===== config.mk =====
export PLATFORM = sky130hd
export DESIGN_NAME = pipe_stage_reg
export DESIGN_NICKNAME = d
export VERILOG_FILES = /design/src/rtl/pipe_stage_reg.sv
export SDC_FILE = /design/constraint.sdc
export NUM_CORES = 1
export LEC_CHECK = 0
export BUFFER_PORTS_ARGS = -buffer_cell sky130_fd_sc_hd__buf_4
export CAP_MARGIN = 20
export CORE_AREA = 2 2 146 148
export DETAILED_ROUTE_END_ITERATION = 8
export DIE_AREA = 0 0 148 150
export GPL_TIMING_DRIVEN = 0
export PLACE_DENSITY = 0.72
export SLEW_MARGIN = 20
export SYNTH_ARGS = -nofsm -noshare
export SYNTH_HDL_FRONTEND = slang
export SYNTH_SLANG_ARGS = --single-unit
export TNS_END_PERCENT = 50

===== constraint.sdc =====
create_clock -name CLK -period 2.27 [get_ports CLK]
set_input_delay 0.1135 -clock CLK [delete_from_list [all_inputs] [get_ports CLK]]
set_output_delay 0.1135 -clock CLK [all_outputs]
set_load 0.05 [all_outputs]

===== src/rtl/pipe_stage_reg.sv =====
// pipe_stage_reg: parametrised pipeline boundary register chain with valid, stall, flush and perf counters
// Ports: CLK (state updates on falling edge), RSTn (async active-low reset),
//   stall/flush (hold / squash all stages), in_valid/in_ctrl/in_data (upstream entry),
//   cnt_clr (sync counter clear), out_valid/out_ctrl/out_data (last stage),
//   stall_cnt/bubble_cnt (saturating stall-edge and last-stage bubble counts)
module pipe_stage_reg #(
  parameter int DATA_W = 160,
  parameter int CTRL_W = 8,
  parameter int DEPTH  = 1,
  parameter int CNT_W  = 16
) (
  input  logic              CLK,
  input  logic              RSTn,
  input  logic              stall,
  input  logic              flush,
  input  logic              in_valid,
  input  logic [CTRL_W-1:0] in_ctrl,
  input  logic [DATA_W-1:0] in_data,
  input  logic              cnt_clr,
  output logic              out_valid,
  output logic [CTRL_W-1:0] out_ctrl,
  output logic [DATA_W-1:0] out_data,
  output logic [CNT_W-1:0]  stall_cnt,
  output logic [CNT_W-1:0]  bubble_cnt
);
  logic [DEPTH-1:0]  v;
  logic [CTRL_W-1:0] c [DEPTH];
  logic [DATA_W-1:0] d [DEPTH];
  logic [DEPTH-1:0]  nv;
  logic              adv;
  // valid bits each stage would load on an advance: s0 from input, s[k] from s[k-1]
  assign nv  = DEPTH'({v, in_valid});
  assign adv = ~stall & ~flush;
  always_ff @(negedge CLK or negedge RSTn)
    if (!RSTn) begin
      v <= '0;
      for (int i = 0; i < DEPTH; i++) begin
        c[i] <= '0;
        d[i] <= '0;
      end
    end else if (flush) begin
      v <= '0;
      for (int i = 0; i < DEPTH; i++) c[i] <= '0;
    end else if (!stall) begin
      v    <= nv;
      c[0] <= in_valid ? in_ctrl : '0;
      d[0] <= in_data;
      for (int i = 1; i < DEPTH; i++) begin
        c[i] <= c[i-1];
        d[i] <= d[i-1];
      end
    end
  always_ff @(negedge CLK or negedge RSTn)
    if (!RSTn) begin
      stall_cnt  <= '0;
      bubble_cnt <= '0;
    end else begin
      stall_cnt  <= cnt_clr ? '0 : (stall && !flush && !(&stall_cnt)) ? stall_cnt + 1'b1 : stall_cnt;
      bubble_cnt <= cnt_clr ? '0 : (adv && !nv[DEPTH-1] && !(&bubble_cnt)) ? bubble_cnt + 1'b1 : bubble_cnt;
    end
  assign out_valid = v[DEPTH-1];
  assign out_ctrl  = c[DEPTH-1];
  assign out_data  = d[DEPTH-1];
endmodule


# Word level (Yosys, flattened, before mapping)
# Index checks and enable logic that the tools add are counted.
totals:
  register_bits: 201
  elab_cells: 33
classes:
  n_eq_ne: 1
  reduce_logical: 13
  n_addsub: 2
  muxes: 9
  bitwise: 3
ops:
  columns: ["operator", "count"]
  rows:
  - ["16-bit two-way mux", 4]
  - ["16-bit by 1-bit adder with 16-bit output, second input constant", 2]
  - ["16-bit AND reduction", 2]
  - ["8-bit two-way mux", 3]
  - ["1-bit logical AND", 4]
  - ["1-bit logical NOT", 4]
  - ["2-bit nonzero test", 2]
  - ["1-bit two-way mux", 2]
  - ["2-bit by 1-bit inequality test with 1-bit output, second input constant", 1]
  - ["1-bit inverter", 2]
  - ["2-bit AND reduction", 1]
  - ["1-bit bitwise AND", 1]

# Longest topological paths before layout
# Gate-level depths: netlist of run 1.
depth:
  depth_word: 6
  mapped_depth: 7

==> results of run 1 <==
synth_stat cells (2+ instances only):
library cell,count,share of area
dfrtn_1,201,0.62
buf_6,2,0.0028
or4_1,17,0.016
nand4_1,8,0.0062
nand3_1,13,0.0081
nor3_1,4,0.0025
nor4_1,6,0.0047
or2_2,3,0.0023
o21ai_0,8,0.0050
o31ai_1,16,0.015
and3_1,2,0.0015
a21oi_1,33,0.020
mux2_2,165,0.23
nand2_1,16,0.0074
clkbuf_1,28,0.013
or3_1,9,0.0070
ha_1,2,0.0031
nor2b_1,6,0.0047
inv_1,4,0.0019
nor2_1,25,0.012
cells by family (layout without fill, tap and decap cells):
family,Yosys count,in the layout,synth area share
muxes,165,165,0.230
AOI/OAI and AO/OA,61,61,0.0443
adders and majority gates,2,2,0.00310
buffers and inverters,36,553,0.0188
and+or+nand+nor,117,117,0.0806
DFF,201,201,0.623
sequential cells by signal, indices dropped and copies added, names as in the netlist:
register,count
out_data,160
bubble_cnt,16
out_valid,1
out_ctrl,8
stall_cnt,16
power by group through the flow:
stage                     clock (mW)  sequential (mW)  combinational [mW]
final                           3.47             4.39                4.01
after floorplan                    0             5.88               0.709
after global routing            3.71             4.44                4.15
after detailed placement           0             4.36                3.47
after global placement             0             4.33                3.44
after CTS                       3.54             4.38                3.91
how the worst min path moves through the flow:
stage | depth (start not counted) | from | slack, ns | endpoint
2_1_floorplan | 2 | stall_cnt[5]$_DFFE_NN0P_ | 0.74 | stall_cnt[5]$_DFFE_NN0P_
6_report | 1 | RSTn | 0.42 | out_data[77]$_DFFE_NN0N_
5_1_grt | 1 | RSTn | 0.41 | out_data[74]$_DFFE_NN0N_
3_5_place_dp | 1 | out_data[83]$_DFFE_NN0N_ | 0.45 | out_data[83]$_DFFE_NN0N_
3_3_place_gp | 1 | out_data[93]$_DFFE_NN0N_ | 0.45 | out_data[93]$_DFFE_NN0N_
4_1_cts | 1 | RSTn | 0.40 | out_data[77]$_DFFE_NN0N_
layer usage:
layer / share of wire / GRT usage
met5: 0 / 0
met2: 0.52 / 0.390
met1: 0.37 / 0.273
met3: 0.083 / 0.0631
met4: 0.034 / 0.0757
metrics by stage:
step                instances  utilization  worst slack [ns]  TNS (ns)
global route             1374        0.690            -0.227    -25.98
finish                   1374        0.690            -0.186    -19.72
CTS                      1341        0.676            -0.205    -22.57
floorplan                 582            -            -0.691    -28.95
detailed placement       1231        0.575            -0.836   -103.51
global placement         1229        0.572             -1.37   -373.54
final cells by class:
cell class / count / area, um2 / share of cell area
sequential: 201 / 5030 / 0.352
timing repair buffer: 479 / 4420 / 0.309
multi-input combinational: 345 / 3370 / 0.236
clock buffer: 37 / 668 / 0.0468
buffer: 29 / 397 / 0.0278
tap: 275 / 344 / 0.0241
clock inverter: 4 / 35.0 / 0.00245
inverter: 4 / 15.0 / 0.00105
what timing repair did:
| item | CTS | global route |
|---|---|---|
| pin swaps | 8 | 5 |
| buffers inserted | 72 | 33 |
| setup endpoints to repair | 279 | 230 |
| hold endpoints to repair | 0 | 0 |
| gates resized for setup | 227 | 14 |
| hold buffers | 0 | 0 |
==> key figures, run 1 <==
Status
  – Run status: finished, violations left
  – Violated checks: setup timing

Timing
  – RSZ-0062 raised after global routing: yes
  – Final hold violation count: 0
  – WHS: approximately 0.42 ns
  – Final Max Tran Viols: 0
  – Slew HR: 0.369
  – Setup violations, final: 206
  – Layout Skew: 0.00723 ns
  – Worst setup margin: -0.186 ns
  – Slew @ Worst Pin: approximately 0.94 ns

Logic synthesis
  – Sequential area share after synthesis: 0.623
  – Avg Inst Size Synth: 13.9 um2
  – Cells after Synth: just under 600
  – Asr flop ratio synth: 1.00
  – Post-synthesis cell type count: 34
  – Synth Cell Area: between 8000 and 9000 um2
  – Post-synth EDFFs: 0
  – Synth Register Bits: about 200
  – Synth Net Count: approximately 760
  – Warnings from Yosys: 0
  – Primary FF master, synth: dfrtn_1

Setup path
  – CP Cell Sequence: buf_6
  – Cell family with most CP delay: flip-flops
  – Max stage delay on crit path: ~0.50 ns
  – Slowest cell on crit path: dfrtn_1
  – R2r endpoint: bubble_cnt[9]$_DFFE_NN0P_
  – Reg2Reg Launch Point: bubble_cnt[8]$_DFFE_NN0P_
  – Crit path buf inv count: 1
  – Critical path arrival: roughly 2.3 ns
  – Total stage count of the critical path: 1
  – Crit. Startpoint: bubble_cnt[0]$_DFFE_NN0P_
  – Startpoint types: register
  – WS Path Type: reg2out
  – Worst Path Max Fanout: 5
  – CP required: between 2 and 2.5 ns
  – Critical Path End: bubble_cnt[0]
  – FF-to-FF setup slack: 0 ns
  – FF-to-FF path depth: 7
  – Setup crit end kind: output pin

CTS
  – Clock transition at path regs: about 0.050 ns
  – Clk_lat worst skew: around 0.52 ns
  – CTS tree: done
  – CTS Root Cell: clkbuf_16
  – Number of CTS-inserted buffers: 23
  – Clock sinks: between 200 and 250
  – CTS max path bufs: 3
  – H-tree depth: 1

Detailed routing
  – Routed WL: 27.0 mm
  – Post-route DRC: 0
  – Wire per inst: between 15 and 20 um
  – Drt pass-1 iters: 4
  – Vias per std cell: between 5 and 6
  – Vias: 6,899
  – Iteration-0 DRC Markers: between 200 and 250
  – Post-DRT Antenna Nets: 0

Global route
  – First-pass GRT wire length: between 30 and 40 mm
  – GRT Overall Usage: 0.226
  – Remaining global-route overflow: 0
  – Largest net degree at the start of global routing: 98
  – Number of global-route vias before repair: ~7,000
  – Number of antenna violations at the first check in global routing: 0

Final layout
  – Design area: 14,300 um2
  – Ratio of cells with drive above 1 in the final layout: 0.659
  – Synth-to-layout area growth: 76.8%
  – Most common cell after layout, fill and taps aside: buf_4
  – Most frequent cells in the layout: 271 x buf_4, 204 x buf_6, 201 x dfrtn_1, 91 x mux2_4, 74 x mux2_2
  – Diode count: 0
  – # nets final: around 1,300
  – Fillers: between 1,000 and 1,500

Placed design
  – Hpwl dp: around 18 mm
  – Final RePlAce weighted congestion: slightly below 0.8
  – Count of buffers from port buffering: approximately 370
  – Dpl cell area: ~12,000 um2

Pwr
  – Tot Pwr: around 12 mW
  – PwrDens: between 800 and 900 nW/um2
  – Peak supply drop: 0.677 mV
  – Combinational share of power: 0.338
  – Switching part of the total power: 0.339
  – Clk pwr share: 0.292
  – Leak pwr: 6.81 nW
  – P_int: about 7.8 mW
  – Switch Pwr: ~4.0 mW
  – Flop pwr share: 0.370

Floorplanning
  – Die Wd: 148 um
  – Io pins: around 380
  – Core Box Area: 20,700 um2
  – DIE AREA: 22,200 um2
  – Die Ht: 150 um
  – Initial Utilization: 0.390
  – Rows: between 50 and 60

Hold path
  – Hold WC Path Type: in2async

Run
  – Max_cap viols: 0
Note: power is estimated with default switching activity, not from simulation.
==> run 2, diff against run 1 <==
--- a/config.mk
+++ b/config.mk
@@ -10,8 +10,8 @@
 export CORE_AREA = 2 2 146 148
 export DETAILED_ROUTE_END_ITERATION = 8
 export DIE_AREA = 0 0 148 150
-export GPL_TIMING_DRIVEN = 0
 export PLACE_DENSITY = 0.72
+export SETUP_SLACK_MARGIN = 0.2
 export SLEW_MARGIN = 20
 export SYNTH_ARGS = -nofsm -noshare
 export SYNTH_HDL_FRONTEND = slang
==> key figures, run 2 (synthesis results as in run 1) <==
Final layout
  – Diode count: 0
  – Max FFs per register: 160
  – Util after Layout: 0.726
  – Design area: roughly 15,000 um2
  – Ratio of cells with drive above 1 in the final layout: 0.704
  – Synth-to-layout area growth: 86.1%
  – Most common cell after layout, fill and taps aside: buf_4
  – Most frequent cells in the layout: 319 x buf_4, 213 x buf_6, 201 x dfrtn_1, 102 x mux2_4, 63 x mux2_2
  – Final Non-Filler Cells: between 1,000 and 1,500
  – # nets final: around 1,300
  – Fillers: roughly 1,300

Global route
  – First-pass GRT wire length: between 40 and 50 mm
  – GRT Overall Usage: 0.232
  – Number of antenna violations at the first check in global routing: 0
  – Number of global-route vias before repair: roughly 7,500
  – Largest net degree at the start of global routing: 44
  – Remaining global-route overflow: 0

Setup path
  – CP Cell Sequence: buf_6
  – Slowest cell on crit path: dfrtn_1
  – Max stage delay on crit path: 0.51 ns
  – FF-to-FF setup slack: -0.07 ns
  – WS Path Type: reg2out
  – Critical path arrival: roughly 2.4 ns
  – Cell family with most CP delay: flip-flops
  – Setup crit end kind: output pin
  – Crit path buf inv count: 1
  – CP required: 2.16 ns
  – Worst Path Max Fanout: 5
  – Startpoint types: register

Floorplanning
  – Rows: between 50 and 60
  – Core Box Area: around 21,000 um2
  – DIE AREA: around 22,000 um2
  – Io pins: roughly 380
  – Die Wd: between 100 and 150 um
  – Initial Utilization: 0.390
  – Die Ht: about 150 um

Detailed routing
  – Routed WL: ~30 mm
  – Vias: ~7,200
  – Vias per std cell: approximately 5.1
  – Post-DRT Antenna Nets: 0
  – Post-route DRC: 0
  – Drt pass-1 iters: 4
  – Wire per inst: ~21 um
  – Iteration-0 DRC Markers: 279

Status
  – Violated checks: setup timing
  – Run status: finished, violations left

CTS
  – Clock sinks: 201
  – Clock transition at path regs: about 0.04 ns
  – CTS Root Cell: clkbuf_16
  – Clk_lat worst skew: slightly above 0.5 ns
  – Number of CTS-inserted buffers: 23
  – H-tree depth: 1
  – CTS max path bufs: 3
  – CTS tree: done

Timing
  – Slew @ Worst Pin: approximately 0.44 ns
  – Total negative slack: -18.51 ns
  – Slew HR: 0.705
  – RSZ-0062 raised after global routing: yes
  – Layout Skew: around 0.0063 ns
  – Final Max Tran Viols: 0
  – Final hold violation count: 0
  – Worst setup margin: -0.193 ns
  – Setup violations, final: 205

Placed design
  – Final RePlAce weighted congestion: 0.832
  – Hpwl dp: 17.4 mm
  – Post-placement cell count: ~1,200
  – Dpl cell area: 12,000 um2
  – Count of buffers from port buffering: between 300 and 400

Hold path
  – Hold WC Path Type: reg2reg

Pwr
  – PwrDens: just over 800 nW/um2
  – Tot Pwr: between 10 and 15 mW
  – Leak pwr: between 7 and 8 nW
  – Peak supply drop: roughly 0.57 mV

Run
  – Max_cap viols: 0
[run 2: cell types whose count changed in the layout (fill, tap and decap cells not counted), moves of 5 or more]
cell and change:
buf_4 +48, buf_8 +7, a21oi_1 -7, buf_12 +13, buf_6 +9, clkbuf_2 -9, mux2_2 -11, o31ai_1 -5
clkbuf_16 -12, clkbuf_1 -11, a21oi_2 +7, mux2_4 +11
[run 2: per-layer routing]
metal	track usage	wire length [um]	vias to the layer above
li1	-	-	3207
met1	0.281	11000	3643
met2	0.408	15600	325
met3	0.0534	2020	70
met4	0.0800	1000	0
met5	0	0	-
[run 2: what timing repair did]
action                     4_1_cts  5_1_grt
setup buffers                   81       53
setup endpoints to repair      376      378
pin swaps                       10       22
resized for setup              245       59
hold buffers                     0        0
[run 2: stage by stage]
step	hold WS, ns	setup WS, ns
after CTS	0.481	-0.206
final	0.477	-0.193
after global routing	0.493	-0.236
after global placement	0.451	-0.649
after detailed placement	0.454	-0.686
after floorplan	0.737	-0.691
[run 2: path summary, 6_finish.rpt]
path	end	from	cells after the start
max	stall_cnt[13]	stall_cnt[13]$_DFFE_NN0P_	1
min	out_data[29]$_DFFE_NN0N_	out_data[29]$_DFFE_NN0N_	1
max reg2reg	bubble_cnt[13]$_DFFE_NN0P_	bubble_cnt[5]$_DFFE_NN0P_	8
min reg2reg	out_data[29]$_DFFE_NN0N_	out_data[29]$_DFFE_NN0N_	1
max in group asynchronous	out_data[151]$_DFFE_NN0N_	RSTn	2
min in group asynchronous	out_data[81]$_DFFE_NN0N_	RSTn	1
[run 2: final cells by class]
type | count | area (um2) | share of cell area
repair buffers | 558 | 5270 | 0.351
flip-flops and latches | 201 | 5030 | 0.335
multi-input cells | 345 | 3570 | 0.238
clock buffers | 34 | 687 | 0.0457
well taps | 275 | 344 | 0.0229
clock inverters | 5 | 104 | 0.00691
inverters | 4 | 15.0 | 0.00100
[run 2: power by group]
| part | switching, mW | total (mW) | internal [mW] |
|---|---|---|---|
| Clock | 1.48 | 3.90 | 2.42 |
| Combinational | 2.30 | 4.15 | 1.85 |
| Sequential | 0.350 | 4.42 | 4.07 |
| Total | 4.13 | 12.5 | 8.34 |
